File: src/rtl/hazard_pkg.sv
// Shared types for the ID-stage hazard controller: FSM states, pipeline control bundle,
// and the branch/load-use priority resolution used by both RUN and the MEM_WAIT exit cycle.
package hazard_pkg;

  typedef enum logic [1:0] {BOOT, RUN, MEM_WAIT, ERROR} hazard_state_t;

  typedef struct packed {
    logic stall_pc;
    logic stall_id;
    logic flush_id;
    logic bubble_ex;
    logic freeze;
  } pipe_ctrl_t;

  localparam pipe_ctrl_t NOP_CTRL  = '0;
  localparam pipe_ctrl_t BOOT_CTRL = '{stall_pc: 1'b1, stall_id: 1'b0, flush_id: 1'b1,
                                       bubble_ex: 1'b1, freeze: 1'b0};

  // A taken branch squashes the ID instruction, so a load-use stall on it is moot.
  function automatic pipe_ctrl_t run_ctrl(input logic taken, input logic load_use);
    pipe_ctrl_t c;
    c = NOP_CTRL;
    if (taken) begin
      c.flush_id  = 1'b1;
      c.bubble_ex = 1'b1;
    end else if (load_use) begin
      c.stall_pc  = 1'b1;
      c.stall_id  = 1'b1;
      c.bubble_ex = 1'b1;
    end
    return c;
  endfunction

endpackage

File: src/rtl/hazard_controller_if.sv
// Decoded pipeline traits in, stall/flush/freeze controls out.
// HAZARD_PERF_EN adds the stall_cycles / flush_count counter outputs.
interface hazard_controller_if #(
  parameter int REG_W = 5,
  parameter int CNT_W = 32
);
  logic [REG_W-1:0] id_rs;
  logic [REG_W-1:0] id_rt;
  logic             id_uses_rt;
  logic             ex_is_lw;
  logic [REG_W-1:0] ex_rt;
  logic             ex_branch_taken;
  logic             mem_req;
  logic             mem_ready;
  logic             stall_pc;
  logic             stall_id;
  logic             flush_id;
  logic             bubble_ex;
  logic             freeze;
  logic             mem_timeout;
`ifdef HAZARD_PERF_EN
  logic [CNT_W-1:0] stall_cycles;
  logic [CNT_W-1:0] flush_count;
`endif

  modport master (
    output id_rs, id_rt, id_uses_rt, ex_is_lw, ex_rt, ex_branch_taken, mem_req, mem_ready,
`ifdef HAZARD_PERF_EN
    input  stall_cycles, flush_count,
`endif
    input  stall_pc, stall_id, flush_id, bubble_ex, freeze, mem_timeout
  );

  modport slave (
    input  id_rs, id_rt, id_uses_rt, ex_is_lw, ex_rt, ex_branch_taken, mem_req, mem_ready,
`ifdef HAZARD_PERF_EN
    output stall_cycles, flush_count,
`endif
    output stall_pc, stall_id, flush_id, bubble_ex, freeze, mem_timeout
  );
endinterface

File: src/rtl/load_use_detect.sv
// Flags an ID instruction that reads the destination of the LW currently in EX.
module load_use_detect #(
  parameter int REG_W = 5
) (
  input  logic             ex_is_lw,
  input  logic [REG_W-1:0] ex_rt,
  input  logic [REG_W-1:0] id_rs,
  input  logic [REG_W-1:0] id_rt,
  input  logic             id_uses_rt,
  output logic             hazard
);
  // $zero never carries a dependency.
  assign hazard = ex_is_lw && (ex_rt != '0) &&
                  ((ex_rt == id_rs) || (id_uses_rt && (ex_rt == id_rt)));
endmodule

File: src/rtl/hazard_controller.sv
// Pipeline sequencer: boot hold, branch flush, load-use stall, data-memory wait + watchdog.
// Optional HAZARD_PERF_EN adds saturating stall/flush cycle counters.
module hazard_controller
  import hazard_pkg::*;
#(
  parameter int REG_W       = 5,
  parameter int RESET_HOLD  = 2,
  parameter int MEM_TIMEOUT = 64,
  parameter int CNT_W       = 32
) (
  input logic               clk,
  input logic               reset,
  hazard_controller_if.slave hz
);
  localparam int HOLD_W = (RESET_HOLD > 1) ? $clog2(RESET_HOLD) : 1;
  localparam int WAIT_W = (MEM_TIMEOUT > 0) ? $clog2(MEM_TIMEOUT + 1) : 1;

  hazard_state_t     state_q, state_d;
  logic [HOLD_W-1:0] hold_q, hold_d;
  logic [WAIT_W-1:0] wait_q, wait_d;
  pipe_ctrl_t        ctrl;
  logic              load_use;
  logic              mem_pending;

  load_use_detect #(.REG_W(REG_W)) u_lud (
    .ex_is_lw   (hz.ex_is_lw),
    .ex_rt      (hz.ex_rt),
    .id_rs      (hz.id_rs),
    .id_rt      (hz.id_rt),
    .id_uses_rt (hz.id_uses_rt),
    .hazard     (load_use)
  );

  // Once waiting, only mem_ready matters; mem_ready alone in RUN is ignored.
  assign mem_pending = (state_q == MEM_WAIT) ? !hz.mem_ready : (hz.mem_req && !hz.mem_ready);

  always_ff @(posedge clk or posedge reset) begin
    if (reset) begin
      state_q <= BOOT;
      hold_q  <= '0;
      wait_q  <= '0;
    end else begin
      state_q <= state_d;
      hold_q  <= hold_d;
      wait_q  <= wait_d;
    end
  end

  always_comb begin
    state_d = state_q;
    hold_d  = hold_q;
    wait_d  = wait_q;
    case (state_q)
      BOOT: begin
        hold_d = hold_q + HOLD_W'(1);
        if (hold_q == HOLD_W'(RESET_HOLD - 1)) begin
          state_d = RUN;
          hold_d  = '0;
        end
      end
      RUN: begin
        if (mem_pending) begin
          wait_d  = WAIT_W'(1);
          state_d = (MEM_TIMEOUT == 1) ? ERROR : MEM_WAIT;
        end
      end
      MEM_WAIT: begin
        if (!mem_pending) begin
          state_d = RUN;
          wait_d  = '0;
        end else begin
          if (wait_q != '1) wait_d = wait_q + WAIT_W'(1);
          // Trip on the cycle that completes MEM_TIMEOUT consecutive wait cycles.
          if (MEM_TIMEOUT != 0 && wait_d == WAIT_W'(MEM_TIMEOUT)) state_d = ERROR;
        end
      end
      ERROR:   state_d = ERROR;
      default: state_d = BOOT;
    endcase
  end

  always_comb begin
    ctrl           = NOP_CTRL;
    hz.mem_timeout = 1'b0;
    case (state_q)
      BOOT: ctrl = BOOT_CTRL;
      RUN, MEM_WAIT: begin
        if (mem_pending) ctrl.freeze = 1'b1;
        else             ctrl = run_ctrl(hz.ex_branch_taken, load_use);
      end
      ERROR: begin
        ctrl.freeze    = 1'b1;
        hz.mem_timeout = 1'b1;
      end
      default: ctrl = BOOT_CTRL;
    endcase
  end

  assign hz.stall_pc  = ctrl.stall_pc;
  assign hz.stall_id  = ctrl.stall_id;
  assign hz.flush_id  = ctrl.flush_id;
  assign hz.bubble_ex = ctrl.bubble_ex;
  assign hz.freeze    = ctrl.freeze;

`ifdef HAZARD_PERF_EN
  logic             perf_active;
  logic [CNT_W-1:0] stall_q, flush_q;

  assign perf_active = (state_q == RUN) || (state_q == MEM_WAIT);

  always_ff @(posedge clk or posedge reset) begin
    if (reset) begin
      stall_q <= '0;
      flush_q <= '0;
    end else if (perf_active) begin
      if ((ctrl.stall_pc || ctrl.freeze) && stall_q != '1) stall_q <= stall_q + CNT_W'(1);
      if (ctrl.flush_id && flush_q != '1)                  flush_q <= flush_q + CNT_W'(1);
    end
  end

  assign hz.stall_cycles = stall_q;
  assign hz.flush_count  = flush_q;
`endif

endmodule

File: src/flat_wrapper.sv
// flat-port wrapper written by rule: the top's interface ports become plain ports
module hazard_controller_flat import hazard_pkg::*;
#(
  parameter int REG_W       = 5,
  parameter int RESET_HOLD  = 2,
  parameter int MEM_TIMEOUT = 64,
  parameter int CNT_W       = 32
)
  (clk, reset, hz_id_rs, hz_id_rt, hz_id_uses_rt, hz_ex_is_lw, hz_ex_rt, hz_ex_branch_taken, hz_mem_req, hz_mem_ready, hz_stall_pc, hz_stall_id, hz_flush_id, hz_bubble_ex, hz_freeze, hz_mem_timeout);
  hazard_controller_if #(.REG_W(REG_W), .CNT_W(CNT_W)) hz_i ();
  input logic clk;
  input logic reset;
  input wire logic [$bits(hz_i.id_rs)-1:0] hz_id_rs;
  input wire logic [$bits(hz_i.id_rt)-1:0] hz_id_rt;
  input wire logic [$bits(hz_i.id_uses_rt)-1:0] hz_id_uses_rt;
  input wire logic [$bits(hz_i.ex_is_lw)-1:0] hz_ex_is_lw;
  input wire logic [$bits(hz_i.ex_rt)-1:0] hz_ex_rt;
  input wire logic [$bits(hz_i.ex_branch_taken)-1:0] hz_ex_branch_taken;
  input wire logic [$bits(hz_i.mem_req)-1:0] hz_mem_req;
  input wire logic [$bits(hz_i.mem_ready)-1:0] hz_mem_ready;
  output wire logic [$bits(hz_i.stall_pc)-1:0] hz_stall_pc;
  output wire logic [$bits(hz_i.stall_id)-1:0] hz_stall_id;
  output wire logic [$bits(hz_i.flush_id)-1:0] hz_flush_id;
  output wire logic [$bits(hz_i.bubble_ex)-1:0] hz_bubble_ex;
  output wire logic [$bits(hz_i.freeze)-1:0] hz_freeze;
  output wire logic [$bits(hz_i.mem_timeout)-1:0] hz_mem_timeout;
  assign hz_i.id_rs = hz_id_rs;
  assign hz_i.id_rt = hz_id_rt;
  assign hz_i.id_uses_rt = hz_id_uses_rt;
  assign hz_i.ex_is_lw = hz_ex_is_lw;
  assign hz_i.ex_rt = hz_ex_rt;
  assign hz_i.ex_branch_taken = hz_ex_branch_taken;
  assign hz_i.mem_req = hz_mem_req;
  assign hz_i.mem_ready = hz_mem_ready;
  assign hz_stall_pc = hz_i.stall_pc;
  assign hz_stall_id = hz_i.stall_id;
  assign hz_flush_id = hz_i.flush_id;
  assign hz_bubble_ex = hz_i.bubble_ex;
  assign hz_freeze = hz_i.freeze;
  assign hz_mem_timeout = hz_i.mem_timeout;
  hazard_controller #(.REG_W(REG_W), .RESET_HOLD(RESET_HOLD), .MEM_TIMEOUT(MEM_TIMEOUT), .CNT_W(CNT_W)) u_core (.clk(clk), .reset(reset), .hz(hz_i));
endmodule
File: config.mk
export PLATFORM = sky130hd
export DESIGN_NAME = hazard_controller_flat
export DESIGN_NICKNAME = d
export VERILOG_FILES = /design/src/rtl/hazard_pkg.sv /design/src/rtl/hazard_controller_if.sv /design/src/rtl/load_use_detect.sv /design/src/rtl/hazard_controller.sv /design/src/flat_wrapper.sv
export SDC_FILE = /design/constraint.sdc
export NUM_CORES = 1
export LEC_CHECK = 0
export ABC_AREA = 1
export CAP_MARGIN = 5
export CORE_MARGIN = 2
export CORE_UTILIZATION = 35
export CTS_CLUSTER_SIZE = 24
export DETAILED_ROUTE_END_ITERATION = 10
export GPL_TIMING_DRIVEN = 0
export RECOVER_POWER = 50
export SETUP_SLACK_MARGIN = 0.4
export SLEW_MARGIN = 20
export SYNTH_ARGS = -nofsm -noshare
export SYNTH_HDL_FRONTEND = slang
export SYNTH_HIERARCHICAL = 1
export SYNTH_SLANG_ARGS = --single-unit
File: constraint.sdc
create_clock -name clk -period 1.9 [get_ports clk]
set_clock_uncertainty 0.1 [all_clocks]
set_input_delay 0.19 -clock clk [delete_from_list [all_inputs] [get_ports clk]]
set_output_delay 0.19 -clock clk [all_outputs]
set_load 0.05 [all_outputs]
==> summary.md <==
| Metric | Value |
|---|---|
| Register area | 251.5 um^2 |
| GRT Util Overall | 0.1821 |
| Largest family of logic cells by synthesized area | simple AND/OR/NAND/NOR gates |
| Die Span Y | 56.37 um |
| Total clock buffers created by CTS | 3 |
| Final Util | 0.6224 |
| CP Data Arrival Time | 1.64 ns |
| WS Path Type | reg -> out |
| GR Layer Usage met2 | 0.3160 |
| Post-Synth Simple-Gate Area | 0.4198 |
| Peak supply drop | 0.001505 V |
| Mapped Nets | 186 |
| Global placer's final weighted congestion | 0.7686 |
| DRC viols | 0 |
| Crit path capture type | output pin |
| Syn avg cell area | 6.036 um^2 |
| Min-Delay Path Class | in -> async |
| Worst slew pin tran | 0.4229 ns |
| DR WL/cell | 11.53 um |
| Commonest non-fill, non-tap cells in the layout | nand2_1, inv_1, dlygate4sd2_1 |
| Root buf cell | clkbuf_4 |
| Final setup viols | 4 |
| DRT Pass-1 Iters | 4 |
| Clock latency on the worst-skew pair | 0.26 ns |
| Global route overflow | 0 |
| Die area | 3177 um^2 |
| Final period util | 1.018 |
| Num rows | 18 |
| Footprint of the multi-input gates | 772.0 um^2 |
| Sum of negative setup slack | -0.04760 ns |
| RSZ-0062 raised after global routing | yes |
| Gate Count Post-Synth | 159 |
| # diodes | 0 |
| Compound-Gate Fraction of Synth Area | 0.1056 |
| Wirelength, routed | 2676 um |
| Fmax | 0.5170 GHz |
| Critical path required time | 1.61 ns |
| Xor/xnor cell area share of the yosys netlist | 0.01825 |
| Max FO, Critical Path | 3 |
| Vias in the first global route | 1,126 |
| Register bit count reported by yosys | 10 |
| Layout Nets | 231 |
| Antenna viol nets, final | 0 |
| # clock sinks | 10 |
| Netlist cell types | 23 |
| Commonest non-fill, non-tap cell in the layout | nand2_1 |
| CTS tree | built |
| PD cells | 1185 nW/um^2 |
| H-tree depth | 1 |
| Synth Warn # | 6 |
| Startpoint type of the worst setup path | flip-flop |
| Starting Density | 0.3771 |
| FILL cells | 229 |
| R2r setup slk | 0.19 ns |
| First-pass GRT wire length | 4678 um |
| Layout cell share with drive strength beyond 1 | 0.3366 |
| Seq/Total Area, Yosys | 0.2608 |
| Final Max Tran Viols | 0 |
| Syn-to-layout area delta | 65.06% |
| Met3 Use GR | 0.02535 |
| Leakage dissipation | 0.7786 nW |
| Total of max-cap violations | 0 |
| Via count | 1,093 |
| Post-route minimum period | 1.934 ns |
| Global-route track usage on met1 | 0.2274 |
| DR iter-0 viols | 31 |
| Antenna violations before repair | 0 |
| Clk slew on worst S/H paths | 0.07 ns |
| Core box area | 2545 um^2 |
| HPWL after DPL | 1897 um |
| GRT busiest layer | met2 |
| Final hold vios | 0 |
| Slew headroom | 0.7178 |
| Post-Syn Area | 959.7 um^2 |
| Post-synthesis mux area share | 0 |
| Buffers on Ports | 27 |
| Vias per cell | 4.711 |
| Synth Area in Adders | 0.06519 |
| IO Pins | 28 |
| Die Span X | 56.37 um |
| Status | complete, but fails checks |
| Final worst slack | -0.03415 ns |
| Longest Clk Path Bufs | 2 |
| Failing checks | negative setup slack |
| Largest net degree at the start of global routing | 11 |
[cells by family (layout without fill, tap and decap cells)]
group	count (synthesis)	count (layout)
fa+ha+maj	5	5
flops	10	10
simple gates	90	90
compound gates	19	19
buf+inv	33	76
xor+xnor	2	2
[state kept, by name (all words and copies together), names as in the netlist]
register,flops
u_core/wait_q,7
u_core/state_q,2
u_core/hold_q,1
[critical path, stage by stage (launching register included)]
cell and delay (ns):
dfrtp_1 0.40, inv_2 0.09, ha_4 0.17, o21ai_4 0.19, nand3_4 0.12, nor2_4 0.12
nor2_4 0.05, nor2_4 0.07, buf_6 0.16
[synth_stat cells]
library cell / instances / area, um^2
a21oi_1: 4 / 20.02
a31oi_1: 1 / 6.260
clkinv_2: 1 / 5.000
dfrtp_1: 10 / 250.2
ha_1: 5 / 62.56
inv_1: 26 / 97.59
inv_2: 6 / 22.52
nand2_1: 48 / 180.2
nand2_2: 3 / 18.77
nand2_4: 1 / 11.26
nand3_1: 15 / 75.07
nand3_2: 2 / 20.02
nor2_1: 17 / 63.81
nor2_2: 1 / 6.260
nor2_4: 1 / 11.26
nor3_2: 1 / 10.01
o21ai_0: 3 / 15.01
o21ai_1: 8 / 40.04
o21bai_1: 1 / 7.510
o22ai_1: 2 / 12.51
or2_1: 1 / 6.260
xnor2_1: 1 / 8.760
xor2_1: 1 / 8.760
[cell type report]
| cell class | instances | share of cell area |
|---|---|---|
| multi-input cells | 116 | 0.4874 |
| repair buffers | 40 | 0.2314 |
| flip-flops and latches | 10 | 0.1588 |
| inverters | 33 | 0.08452 |
| well taps | 30 | 0.02370 |
| clock buffers | 3 | 0.01422 |
[path summary, 6_finish.rpt]
path | from | endpoint | depth (start not counted)
max | u_core/state_q[0] | hz_stall_pc | 8
min reg2reg | u_core/hold_q | u_core/hold_q | 1
max in group asynchronous | reset | u_core/state_q[1] | 2
min in group clk | u_core/hold_q | u_core/hold_q | 1
max reg2reg | u_core/wait_q[0] | u_core/state_q[1] | 11
min | reset | u_core/state_q[0] | 2
[report_power, final]
group | internal [mW] | switching (mW)
registers | 0.273 | 0.0678
logic | 0.552 | 0.836
clock network | 0.0732 | 0.0751
[per-layer routing]
metal / part of all wire / routed length, um
met1: 0.45 / 1203
met5: 0 / 0
met3: 0.041 / 109
met4: 0.0097 / 26
met2: 0.50 / 1336
[stage by stage]
| stage | std cells | power, mW | setup slack (ns) | hold WS, ns | instance area (um^2) |
|---|---|---|---|---|---|
| after floorplan | 159 | 1.125 | -0.02103 | -0.06982 | 1021 |
| after detailed placement | 216 | 1.422 | -0.8742 | 0.3624 | 1329 |
| final | 232 | 1.877 | -0.03415 | 0.2514 | 1584 |
| after global placement | 216 | 1.413 | -0.8948 | 0.3569 | 1329 |
| after CTS | 228 | 1.801 | -0.02895 | 0.1280 | 1511 |
| after global routing | 232 | 2.010 | -0.1187 | 0.2877 | 1584 |
[what timing repair did]
item,in CTS,in global routing
hold buffers,0,0
buffers inserted,9,4
setup endpoints to repair,15,15
pin swaps,22,8
resized for setup,71,16
(Power assumes the default switching activity.)
